File: config.mk
export PLATFORM = sky130hd
export DESIGN_NAME = muldiv_seq
export DESIGN_NICKNAME = d
export VERILOG_FILES = /design/src/rtl/muldiv_seq.sv
export SDC_FILE = /design/constraint.sdc
export NUM_CORES = 1
export LEC_CHECK = 0
export BUFFER_PORTS_ARGS = -buffer_cell sky130_fd_sc_hd__buf_2
export CAP_MARGIN = 20
export CORE_MARGIN = 3
export CORE_UTILIZATION = 55
export DETAILED_ROUTE_END_ITERATION = 8
export GPL_TIMING_DRIVEN = 0
export PLACE_DENSITY = 0.75
export SYNTH_ARGS = -nofsm -noshare
export SYNTH_HDL_FRONTEND = slang
export SYNTH_SLANG_ARGS = --single-unit
File: constraint.sdc
create_clock -name CLK -period 3.1 [get_ports CLK]
set_clock_uncertainty 0.1 [all_clocks]
set_input_delay 0.62 -clock CLK [delete_from_list [all_inputs] [get_ports CLK]]
set_output_delay 0.62 -clock CLK [all_outputs]
set_load 0.05 [all_outputs]
File: src/rtl/muldiv_seq.sv
// Sequential unsigned multiply/divide engine: one shift-add or restoring-division step per clock.
// MUL keeps the multiplier in the low half of the accumulator; DIV keeps remainder and quotient apart.
module muldiv_seq #(
    parameter int unsigned N = 16
) (
    input  logic         CLK,
    input  logic         reset,
    input  logic [N-1:0] a,
    input  logic [N-1:0] b,
    input  logic         op,
    input  logic         start,
    output logic [N-1:0] result,
    output logic [N-1:0] high,
    output logic         finished,
    output logic         busy,
    output logic         div_zero
);

    localparam int unsigned CW = $clog2(N) + 1;

    typedef enum logic [1:0] {StIdle, StRun, StDone} state_e;

    state_e          state_q, state_d;
    logic [CW-1:0]   cnt_q;
    logic            op_q;
    logic [N-1:0]    opnd_q;     // multiplicand (MUL) or divisor (DIV)
    logic [2*N-1:0]  acc_q;      // MUL product accumulator, multiplier in low half
    logic [N-1:0]    rem_q;
    logic [N-1:0]    quo_q;
    logic [N-1:0]    result_q, high_q;
    logic            div_zero_q;

    logic            div_by_zero;
    logic            last_iter;
    logic [N:0]      sum;
    logic [2*N-1:0]  acc_next;
    logic [N:0]      rem_shift;
    logic            rem_ge;
    logic [N-1:0]    rem_next;
    logic [N-1:0]    quo_next;

    assign div_by_zero = op && (b == '0);
    assign last_iter   = (cnt_q == CW'(N - 1));

    always_comb begin
        sum       = {1'b0, acc_q[2*N-1:N]} + (acc_q[0] ? {1'b0, opnd_q} : '0);
        acc_next  = {sum, acc_q[N-1:1]};
        rem_shift = {rem_q, quo_q[N-1]};
        rem_ge    = (rem_shift >= {1'b0, opnd_q});
        rem_next  = rem_ge ? N'(rem_shift - {1'b0, opnd_q}) : rem_shift[N-1:0];
        quo_next  = {quo_q[N-2:0], rem_ge};
    end

    always_ff @(posedge CLK) begin
        if (reset) begin
            state_q <= StIdle;
        end else begin
            state_q <= state_d;
        end
    end

    always_comb begin
        state_d = state_q;
        unique case (state_q)
            StIdle: if (start) state_d = div_by_zero ? StDone : StRun;
            StRun:  if (last_iter) state_d = StDone;
            StDone: if (!start) state_d = StIdle;
            default: state_d = StIdle;
        endcase
    end

    always_comb begin
        finished = (state_q == StDone);
        busy     = (state_q == StRun);
        result   = result_q;
        high     = high_q;
        div_zero = div_zero_q;
    end

    always_ff @(posedge CLK) begin
        if (reset) begin
            cnt_q      <= '0;
            op_q       <= 1'b0;
            opnd_q     <= '0;
            acc_q      <= '0;
            rem_q      <= '0;
            quo_q      <= '0;
            result_q   <= '0;
            high_q     <= '0;
            div_zero_q <= 1'b0;
        end else begin
            unique case (state_q)
                StIdle: begin
                    if (start) begin
                        op_q       <= op;
                        cnt_q      <= '0;
                        rem_q      <= '0;
                        div_zero_q <= 1'b0;
                        if (op) begin
                            opnd_q <= b;
                            quo_q  <= a;
                            acc_q  <= '0;
                        end else begin
                            opnd_q <= a;
                            quo_q  <= '0;
                            acc_q  <= {{N{1'b0}}, b};
                        end
                        if (div_by_zero) begin
                            result_q   <= '1;
                            high_q     <= a;
                            div_zero_q <= 1'b1;
                        end
                    end
                end
                StRun: begin
                    cnt_q <= cnt_q + CW'(1);
                    if (op_q) begin
                        rem_q <= rem_next;
                        quo_q <= quo_next;
                    end else begin
                        acc_q <= acc_next;
                    end
                    if (last_iter) begin
                        if (op_q) begin
                            result_q <= quo_next;
                            high_q   <= rem_next;
                        end else begin
                            result_q <= acc_next[N-1:0];
                            high_q   <= acc_next[2*N-1:N];
                        end
                    end
                end
                StDone: begin
                    if (!start) div_zero_q <= 1'b0;
                end
                default: ;
            endcase
        end
    end

endmodule
Yosys cells after proc, flatten, opt, wreduce, memory -nomap -nowiden:

Index checks and enable logic that the tools add are counted.

* add/subtract/negate cells: 3
* order comparisons: 1
* eq/ne operators: 9
* multiplexer cells: 35
* reduce and logical (&&, ||, !) cells: 12

Operators with widths (count)
* $mux W16: 17
* $pmux W16 S2: 4
* $mux W32: 2
* $pmux W32 S2: 1
* $add A16 B16 Y17: 1
* $ge A17 B16 Y1: 1
* $logic_not A16 Y1: 1
* $sub A16 B16 Y16: 1
* $reduce_and A3 Y1: 4
* $pmux W5 S2: 1
* $mux W2: 4
* $ne A2 B2 Y1 const B: 4
* $pmux W2 S3: 1
* $add A5 B1 Y5 const B: 1
* $eq A5 B4 Y1 const B: 1
* $mux W5: 1
* $ne A2 B1 Y1 const B: 2
* $reduce_and A2 Y1: 2
* $reduce_and A4 Y1: 1
* $reduce_bool A2 Y1: 2
* $mux W1: 3
* $eq A2 B1 Y1 const B: 1
* $eq A2 B2 Y1 const B: 1
* $logic_not A2 Y1: 1
* other kinds (2): 2

* flip-flop bits (word level): 121
* input bits: 36
* output and inout bits: 35
* word-level logic and storage cells: 70

Depth between registers and ports, before layout:

* depth after elaboration: 5
* depth in mapped cells: 11

Least setup slack after synthesis:

Ideal clock, no wire load.

* kind: input to register
* from: input port op
* to: register high_q[13], in the netlist high[13]
* library setup time: 127 ps
* arrival time: 2360 ps
* slack: 513 ps
* stages: 7
* buffers on the path: 2
* cell sequence: buf_2 or4b_1 or4_4 o21a_1 buf_6 a221oi_1 o22ai_1

* longest elaborated chain between the ends: 3

RTL lines
* start: declaration: line 10 `input logic op,`
* $logic_and A1 B1 Y1: line 42 `assign div_by_zero = op && (b == '0);`
* $ne A2 B2 Y1 (no line)
* $reduce_and A4 Y1 (no line)
* end signal: assignment: line 126 `high_q <= rem_next;`
* end signal: assignment: line 129 `high_q <= acc_next[2*N-1:N];`
* end: declaration: line 30 `logic [N-1:0] result_q, high_q;`

No other way between the ends.
A chain may end at the register's enable or synchronous reset.

Worst setup path after layout:

* from: register opnd_q[12]
* to: register high_q[5], in the netlist high[5]

* longest elaborated chain between the ends: 5

RTL lines
* start: declaration: line 26 `logic [N-1:0] opnd_q;`
* start signal: assignment: line 84 `opnd_q <= '0;`
* start signal: assignment: line 100 `opnd_q <= b;`
* start signal: assignment: line 104 `opnd_q <= a;`
* $ge A17 B16 Y1: line 49 `rem_ge = (rem_shift >= {1'b0, opnd_q});`
* $mux W16: line 50 `rem_next = rem_ge ? N'(rem_shift - {1'b0, opnd_q}) : rem_shift[N-1:0];`
* $mux W16: line 124 `if (op_q) begin`
* $mux W16: line 123 `if (last_iter) begin`
* $pmux W16 S2: line 92 `unique case (state_q)`

No other way between the ends. The select of a mux whose other input is x is not followed.

==> metrics.cfg <==
[status]
status = completed

[clocking]
insertion_delay_ps = 430
clk_path_buf_depth = 2
clkTransAtPathRegs_ps = 60
cts-root-buf = clkbuf_16
cts_tree = yes
cts_buffers = 17
ctsHtreeMaxLevel = 4
cts_hold_buffers = 0
clkSinkCount = 121

[setup_path]
worstSetupStartpointType = flip-flop
crit_chain = inv_1 -> ha_1 -> a21oi_2 -> o21a_1 -> o21ai_1 -> a211oi_2 -> clkbuf_4 -> a211oi_1 -> o21ai_0 -> a311oi_1
crit_slowest_cell = dfxtp_1
crit_fanout = 10
path_class = reg2reg
critPathTopFamily = compound AO/OA/AOI/OAI gates
cp.depth = 10
required_ps = 3280
worstPathArrival_ps = 3220
cp_slowest_stage_delay_ps = 410
crit_buf_inv = 2
endpoint_kind = flip-flop
r2r_cells = 10

[logic_synthesis]
synth.avg_cell_area_sq_um = 8.07
synth.distinct_cells = 63
synthArstFlopShare = 0
synth.area.top_cells = dfxtp_1 (34%), nor2_1 (6.4%), ha_1 (6.0%), mux2i_1 (5.1%), a311oi_1 (4.9%)
synth_common_cells = nor2_1 (122), dfxtp_1 (121), nand2_1 (73)
yosysWarnings = 0
ys_seq_area_frac = 0.340
synth_area_sq_um = 7130
yosysTopAreaCell = dfxtp_1
synth.net_count = 955
yosysMostFrequentCell = nor2_1
ys_seq_elements = 121
yosysTopAreaCellShare = 0.340
synth_edf_count = 0
synth_cells = 883
synth-main-ff-cell = dfxtp_1

[pwr]
peakVddDrop_mv = 0.432
p_leak_nw = 3.34
power_density_nw_per_um2 = 535

[sta]
setup_violations = 0
fmax_ghz = 0.329
tightest_slew_ps = 886
layout_min_cycle_time_ps = 3040
relSlewSlack = 0.407
finalSetupTns_ps = 0
finalHoldViolCount = 0
fin_crit_sh = 0.980
final_max_slew_viol_count = 0

[place]
portBuffers = 68
routabilityCongestion = 0.996
dp_hpwl_microns = 18100
dpl_cell_area_sq_um = 7680

[floorplanning]
die_h_microns = 120
initial_core_util = 0.577
die_w_microns = 120
num_rows = 40
die-area_sq_um = 14400
coreArea_sq_um = 12400
pin_count = 71

[detailed_routing]
drc = 0
detail_route.vias_per_cell = 6.43
dr.pass1.iters = 5
wl_per_cell_microns = 20.9
via_count = 7404
drt_wl_total_microns = 24100
final_antenna_net_count = 0
drtIter0Drc = 970

[run]
drv_cap = 0

[finish]
antenna_cells = 0
final_layout_size_suffix_gt1_frac = 0.145
finalNetCount = 1043
finalCoreUtilization = 0.680
syn_to_final_growth_pct = 17.9
final_area_sq_um = 8410

[global_routing]
overflow = 0
grt_pass1_vias = 6689
gr-usage-all-layers = 0.330
grt_max_degree = 17
grt_pass1_wl_microns = 36700
antenna_found_initial = 0

[hold_path]
hold_path.class = reg2reg
whs_path_depth = 1

area by class of cell:
type,instances,area (sq um)
Clock buffer,18,439
Timing Repair Buffer,70,355
Clock inverter,14,174
Inverter,28,109
Fill cell,1065,3960
Tap cell,168,210
Multi-Input combinational cell,673,4430
Sequential cell,121,2420
Buffer,60,262
metrics by stage:
stage	hold WS, ps	power [mW]	std cells	setup WS [ps]
3_5_place_dp	353	2.42	1119	-145
6_report	361	4.50	1152	63.2
5_1_grt	373	4.63	1152	-2.07
3_3_place_gp	348	2.41	1119	-149
2_1_floorplan	329	2.19	883	513
4_1_cts	359	4.45	1151	35.0
power by group:
part           internal [mW]  total [mW]  switching (mW)
Sequential              1.63        1.70          0.0724
Clock                   1.29        2.06           0.775
Combinational          0.255       0.743           0.488
Total                   3.17        4.50            1.34
sequential cells by signal, indices dropped and copies added (netlist names):
register,cells
acc_q,32
high,16
cnt_q,5
state_q,2
opnd_q,16
quo_q,16
result,16
rem_q,16
div_zero,1
op_q,1
per-layer routing:
metal  wire, microns  global-route usage
met2           10300               0.474
met5               0                   0
met1           10200               0.462
met3            2770               0.104
met4             857               0.125
worst register-to-register path: stages (launching register included):
cell and delay, ps:
dfxtp_1 410, inv_1 110, ha_1 380, a21oi_2 240
o21a_1 150, o21ai_1 140, a211oi_2 390, clkbuf_4 300
a211oi_1 120, o21ai_0 410, a311oi_1 150
layout by cell type, fill, tap and decap left out, types with 21 or more instances in the layout:
master	count
a21oi_1	48
o21ai_0	29
nand3_1	28
clkbuf_1	41
nor3_1	27
buf_2	74
mux2i_1	33
inv_1	27
a211oi_1	44
dfxtp_1	120
nand2_1	72
and2_1	21
a311oi_1	39
ha_1	34
nor2_1	121
what timing repair did:
item,CTS,global route
cloned,0,0
pin swaps,1,1
buffers inserted,1,1
setup endpoints to repair,11,24
gates resized for setup,7,24
hold endpoints to repair,0,0
worst paths after layout:
kind | from | endpoint | slack, ps
worst max-delay path | opnd_q[12] | high[5] | 60
worst min-delay path | cnt_q[3] | cnt_q[3] | 360
worst max register to register | opnd_q[12] | high[5] | 60
worst min register to register | cnt_q[3] | cnt_q[3] | 360
logic make-up after synthesis:
family,count (synthesis),share of synthesized area
AOI/OAI and AO/OA,256,0.256
xor gates and xnor gates,20,0.0246
adders and majority gates,36,0.0653
buffers and inverters,89,0.0509
DFF,121,0.340
muxes,36,0.0505
and+or+nand+nor,325,0.213
No activity file was read; power rests on OpenSTA's default activity.
